<file path="config.mk">
export PLATFORM = sky130hd
export DESIGN_NAME = counter_seq_ctrl_flat
export DESIGN_NICKNAME = d
export VERILOG_FILES = /design/src/rtl/counter_seq_ctrl_if.sv /design/src/rtl/counter_seq_ctrl.sv /design/src/flat_wrapper.sv
export SDC_FILE = /design/constraint.sdc
export NUM_CORES = 1
export LEC_CHECK = 0
export BUFFER_PORTS_ARGS = -buffer_cell sky130_fd_sc_hd__buf_2
export CAP_MARGIN = 20
export CORE_MARGIN = 5
export CORE_UTILIZATION = 49
export CTS_CLUSTER_DIAMETER = 80
export DETAILED_ROUTE_END_ITERATION = 7
export GPL_TIMING_DRIVEN = 0
export PLACE_DENSITY = 0.81
export REMOVE_ABC_BUFFERS = 1
export SLEW_MARGIN = 25
export SYNTH_ARGS = -nofsm -noshare
export SYNTH_HDL_FRONTEND = slang
export SYNTH_SLANG_ARGS = --single-unit
</file>
<file path="constraint.sdc">
create_clock -name CLK -period 3.85 [get_ports CLK]
set_input_delay 0.77 -clock CLK [delete_from_list [all_inputs] [get_ports CLK]]
set_output_delay 0.77 -clock CLK [all_outputs]
set_load 0.01 [all_outputs]
</file>
<file path="src/rtl/counter_seq_ctrl_if.sv">
// counter_seq_ctrl_if: command/status bundle between the sequencer and the counter path
interface counter_seq_ctrl_if #(parameter int W = 3);
    logic         iStart, iPause, iClear, iLoad, iDir;
    logic [W-1:0] iLoadVal, iStopAt, iQ;
    logic         oEn, oUp, oClr, oLoad, oDone;
    logic [W-1:0] oLoadVal;
    logic [1:0]   oState;
    modport master (
        output iStart, iPause, iClear, iLoad, iDir, iLoadVal, iStopAt, iQ,
        input  oEn, oUp, oClr, oLoad, oDone, oLoadVal, oState
    );
    modport slave (
        input  iStart, iPause, iClear, iLoad, iDir, iLoadVal, iStopAt, iQ,
        output oEn, oUp, oClr, oLoad, oDone, oLoadVal, oState
    );
endinterface

</file>
<file path="src/rtl/counter_seq_ctrl.sv">
// counter_seq_ctrl: run/pause/clear sequencer issuing prescaled enable, clear, load and direction
module counter_seq_ctrl #(
    parameter int W       = 3,
    parameter int DIV     = 4,
    parameter int ONESHOT = 1
) (
    input logic               CLK,
    input logic               rst,
    counter_seq_ctrl_if.slave bus
);
    localparam int PW = $clog2(DIV) + 1;
    localparam logic [PW-1:0] LAST = PW'(DIV - 1);
    typedef enum logic [1:0] {IDLE = 2'b00, RUN = 2'b01, PAUSE = 2'b10, DONE = 2'b11} state_t;
    state_t        r_state, w_state;
    logic [PW-1:0] r_pre, w_pre;
    logic          r_en, r_clr, r_load, r_up, r_done;
    logic          w_en, w_clr, w_load;
    logic [W-1:0]  r_load_val;
    always_comb begin
        w_state = r_state;
        w_pre   = r_pre;
        w_en    = 1'b0;
        w_clr   = 1'b0;
        w_load  = 1'b0;
        if (bus.iClear) begin
            w_clr   = 1'b1;
            w_state = IDLE;
            w_pre   = '0;
        end else begin
            case (r_state)
                IDLE: begin
                    if (bus.iLoad) w_load = 1'b1;
                    else if (bus.iStart) begin
                        w_state = RUN;
                        w_pre   = '0;
                    end
                end
                RUN: begin
                    // terminal detect is skipped while oEn is out: iQ has not stepped yet
                    if (bus.iPause) w_state = PAUSE;
                    else if (ONESHOT != 0 && !r_en && bus.iQ == bus.iStopAt) w_state = DONE;
                    else if (r_pre == LAST) begin
                        w_en  = 1'b1;
                        w_pre = '0;
                    end else w_pre = r_pre + PW'(1);
                end
                PAUSE: begin
                    if (bus.iLoad) w_load = 1'b1;
                    else if (bus.iStart) w_state = RUN;
                end
                default: begin
                    if (bus.iLoad) w_load = 1'b1;
                    else if (bus.iStart) begin
                        w_state = RUN;
                        w_pre   = '0;
                    end
                end
            endcase
        end
    end
    always_ff @(posedge CLK or posedge rst) begin
        if (rst) begin
            r_state    <= IDLE;
            r_pre      <= '0;
            r_en       <= 1'b0;
            r_clr      <= 1'b0;
            r_load     <= 1'b0;
            r_load_val <= '0;
            r_up       <= 1'b1;
            r_done     <= 1'b0;
        end else begin
            r_state <= w_state;
            r_pre   <= w_pre;
            r_en    <= w_en;
            r_clr   <= w_clr;
            r_load  <= w_load;
            r_done  <= (w_state == DONE);
            if (w_load) r_load_val <= bus.iLoadVal;
            if (r_state != RUN) r_up <= bus.iDir;
        end
    end
    assign bus.oEn      = r_en;
    assign bus.oUp      = r_up;
    assign bus.oClr     = r_clr;
    assign bus.oLoad    = r_load;
    assign bus.oLoadVal = r_load_val;
    assign bus.oState   = r_state;
    assign bus.oDone    = r_done;
endmodule

</file>
<file path="src/flat_wrapper.sv">
// flat-port wrapper written by rule: the top's interface ports become plain ports
module counter_seq_ctrl_flat 
#(
    parameter int W       = 3,
    parameter int DIV     = 4,
    parameter int ONESHOT = 1
)
  (CLK, rst, bus_iStart, bus_iPause, bus_iClear, bus_iLoad, bus_iDir, bus_iLoadVal, bus_iStopAt, bus_iQ, bus_oEn, bus_oUp, bus_oClr, bus_oLoad, bus_oDone, bus_oLoadVal, bus_oState);
  counter_seq_ctrl_if #(.W(W)) bus_i ();
  input logic CLK;
  input logic rst;
  input wire logic [$bits(bus_i.iStart)-1:0] bus_iStart;
  input wire logic [$bits(bus_i.iPause)-1:0] bus_iPause;
  input wire logic [$bits(bus_i.iClear)-1:0] bus_iClear;
  input wire logic [$bits(bus_i.iLoad)-1:0] bus_iLoad;
  input wire logic [$bits(bus_i.iDir)-1:0] bus_iDir;
  input wire logic [$bits(bus_i.iLoadVal)-1:0] bus_iLoadVal;
  input wire logic [$bits(bus_i.iStopAt)-1:0] bus_iStopAt;
  input wire logic [$bits(bus_i.iQ)-1:0] bus_iQ;
  output wire logic [$bits(bus_i.oEn)-1:0] bus_oEn;
  output wire logic [$bits(bus_i.oUp)-1:0] bus_oUp;
  output wire logic [$bits(bus_i.oClr)-1:0] bus_oClr;
  output wire logic [$bits(bus_i.oLoad)-1:0] bus_oLoad;
  output wire logic [$bits(bus_i.oDone)-1:0] bus_oDone;
  output wire logic [$bits(bus_i.oLoadVal)-1:0] bus_oLoadVal;
  output wire logic [$bits(bus_i.oState)-1:0] bus_oState;
  assign bus_i.iStart = bus_iStart;
  assign bus_i.iPause = bus_iPause;
  assign bus_i.iClear = bus_iClear;
  assign bus_i.iLoad = bus_iLoad;
  assign bus_i.iDir = bus_iDir;
  assign bus_i.iLoadVal = bus_iLoadVal;
  assign bus_i.iStopAt = bus_iStopAt;
  assign bus_i.iQ = bus_iQ;
  assign bus_oEn = bus_i.oEn;
  assign bus_oUp = bus_i.oUp;
  assign bus_oClr = bus_i.oClr;
  assign bus_oLoad = bus_i.oLoad;
  assign bus_oDone = bus_i.oDone;
  assign bus_oLoadVal = bus_i.oLoadVal;
  assign bus_oState = bus_i.oState;
  counter_seq_ctrl #(.W(W), .DIV(DIV), .ONESHOT(ONESHOT)) u_core (.CLK(CLK), .rst(rst), .bus(bus_i));
endmodule
</file>
==> flow_metrics.tcl <==
set metrics [dict create \
    wl_per_cell_um 13.28 \
    dr.pass1.iters 2 \
    grt_pass1_wl_um 2214 \
    whs_ns 0.4507 \
    outcome "completed" \
    cp_cell_sequence "buf_2" \
    vias 488 \
    syn_avg_cell_area_sq_um 12.82 \
    peakVddDrop_mv 0.1618 \
    htreeDepth 1 \
    routabilityCongestion 0.8208 \
    synth_edf_count 0 \
    drcViolationCount 0 \
    fin_setup_tns_ns 0 \
    grt_max_degree 14 \
    path_clk_slew_ns 0.08 \
    yosysMostFrequentCell "dfrtp_1" \
    insertion_delay_ns 0.27 \
    p_sw_w 0.00007776 \
    setup_viol 0 \
    io_pins 26 \
    syn_inst 52 \
    cts-hold-fix-buffers 0 \
    seqCellArea_sq_um 326.6 \
    fin_cells 95 \
    cts.sinks 13 \
    synth_area_sq_um 666.9 \
    nets 98 \
    fin_skew_ns 0.003822 \
    cp-end-kind "output pin" \
    track_usage_pct 13.98 \
    yosysUniqueCellTypes 26 \
    cts_resized 0 \
    leakage_nw 0.4360 \
    power.internal_w 0.0002163 \
    max_cap_viol_count 0 \
    vias_per_cell 5.137 \
    fillers 103 \
    cp_data_required_time_ns 3.08 \
    postLayoutCoreUtil_pct 63.46 \
    start_util_pct 51.25 \
    port-buffer-count 25 \
    cts-buffers-inserted 3 \
    area_delta_synth_final_pct 23.83 \
    die_y_um 46.89 \
    seq_power_share_pct 52.3 \
    ys.flop_type "dfrtp_1" \
    std_cell_rows 13 \
    antennaDiodeCount 0 \
    drtAntennaViolNets 0 \
    rrSetupSlack_ns 2.42 \
    synth.area.top_cells "dfrtp_1 (45%), mux2_4 (6.8%), xor2_1 (5.3%), o41ai_4 (4.1%), dfstp_2 (3.9%)" \
    fin_crit_sh_pct 45.21 \
    gr-total-overflow 0 \
    total_power_w 0.0002940 \
    place_inst 91 \
    cpMaxStageDelayCell "dfrtp_1" \
    drv_slew 0 \
    antenna_found_initial 0 \
    combPwrFrac_pct 19.8 \
    cts_tree "yes" \
    cts-root-buf "clkbuf_4" \
    tightest_slew_ns 0.4902 \
    swShare_pct 26.45 \
    hpwl_um 1035 \
    crit_fanout 8 \
    wirelength_um 1262 \
    worstHoldPathType "reg2reg" \
    cts.path.max_buffers 2 \
    crit_buf_inv 1 \
    ys_top_cells_by_count "dfrtp_1 (12), inv_1 (4), nand2_1 (4), xor2_1 (4)" \
    clock.fmax_mhz 574.5 \
    critPathKind "reg2out" \
    critPathLaunchType "register" \
    yosysSeqAreaShare_pct 48.97 \
    crit_family "flip-flops" \
    first_global_vias 504 \
    yosysTopAreaCell "dfrtp_1" \
    die-area_sq_um 2199 \
    synthArstFlopShare_pct 100.0 \
    core-area_sq_um 1301 \
    ys_ff_latch 13 \
    pwr-share-clk_pct 27.9 \
    pwr_density_cell_nw_per_um2 356.1 \
    yosysTopAreaCellShare_pct 45.03 \
    multi_input_area_sq_um 314.1 \
    die_width_um 46.89 \
    drive_gt1_share_pct 46.25 \
    max_stage_delay_ns 0.51 \
    drt_iter0_markers 2 \
    rsz0062_at_grt "no" \
    critPathArrivalTime_ns 0.97 \
    relSlewSlack_pct 67.28 \
    yosys_warnings 0 \
    hold_violations 0 \
    period_minus_slack_ns 1.741 \
    cts_setup_buffers 0 \
]
==> worst register-to-register path: stages, from the launching register on <==
cell,delay (ns)
dfrtp_1,0.51
nand2b_4,0.20
and3_1,0.28
mux2_4,0.32
==> layout make-up <==
type                    count  share of cell area, %
flip-flops and latches     13                  39.55
multi-input cells          34                  38.03
repair buffers             25                  15.15
clock buffers               4                  3.182
well taps                  15                  2.273
inverters                   4                  1.818
==> sequential cells by signal, indices dropped and copies added (netlist names) <==
signal / flops
u_core.bus.oLoadVal: 3
u_core.bus.oClr: 1
u_core.bus.oState: 2
u_core.bus.oUp: 1
u_core.r_pre: 3
u_core.bus.oEn: 1
u_core.bus.oLoad: 1
u_core.bus.oDone: 1
==> power by group through the flow <==
stage / registers [W] / logic [W] / clock network, W
2_1_floorplan: 0.000161 / 0.0000304 / 0
3_3_place_gp: 0.000156 / 0.0000582 / 0
3_5_place_dp: 0.000157 / 0.0000590 / 0
4_1_cts: 0.000154 / 0.0000594 / 0.0000849
5_1_grt: 0.000155 / 0.0000649 / 0.0000919
6_report: 0.000154 / 0.0000581 / 0.0000822
==> stage by stage <==
| step | setup slack, ns | area [sq um] |
|---|---|---|
| 3_5_place_dp | 2.002 | 799.5 |
| 3_3_place_gp | 2.003 | 799.5 |
| 4_1_cts | 2.108 | 825.8 |
| 6_report | 2.109 | 825.8 |
| 2_1_floorplan | 2.198 | 655.6 |
| 5_1_grt | 2.056 | 825.8 |
==> cells by family (layout without fill, tap and decap cells) <==
family          count (synthesis)  after routing  synth area share, %
xor+xnor                        4              4                5.253
buf+inv                         5             33                3.939
flops                          13             13                48.97
simple gates                   16             16                16.13
mux                             5              5                9.756
compound gates                  8              8                14.07
fa+ha+maj                       1              1                1.876
==> routing by layer <==
metal,vias up,track usage (%),part of all wire [%]
met4,0,3.315,0
li1,243,-,-
met1,234,17.30,43
met5,-,0,0
met2,11,24.39,52
met3,0,3.448,5.1
==> cell usage in the layout (no fill, tap or decap), drive strengths merged <==
cell    instances
and3            1
o211ai          2
nand2           4
nor2b           2
o41a            1
inv             4
buf            25
nand2b          2
xor2            4
dfrtp          12
mux2            3
o41ai           1
a221oi          1
mux2i           2
nor3            1
ha              1
clkbuf          4
a32o            1
nor3b           4
nor2            1
dfstp           1
a21oi           1
or4             1
o211a           1
==> path summary, 6_finish.rpt <==
path                                     endpoint  cells past startpoint                 start
hold / removal                     u_core.bus.oUp                      2        u_core.bus.oUp
max in group asynchronous          u_core.bus.oUp                      2                   rst
min in group asynchronous        u_core.bus.oDone                      2                   rst
hold reg to reg                    u_core.bus.oUp                      2        u_core.bus.oUp
setup reg to reg           u_core.bus.oLoadVal[1]                      3  u_core.bus.oState[1]
setup / recovery                    bus_oState[1]                      1  u_core.bus.oState[1]
(Power assumes the default switching activity.)
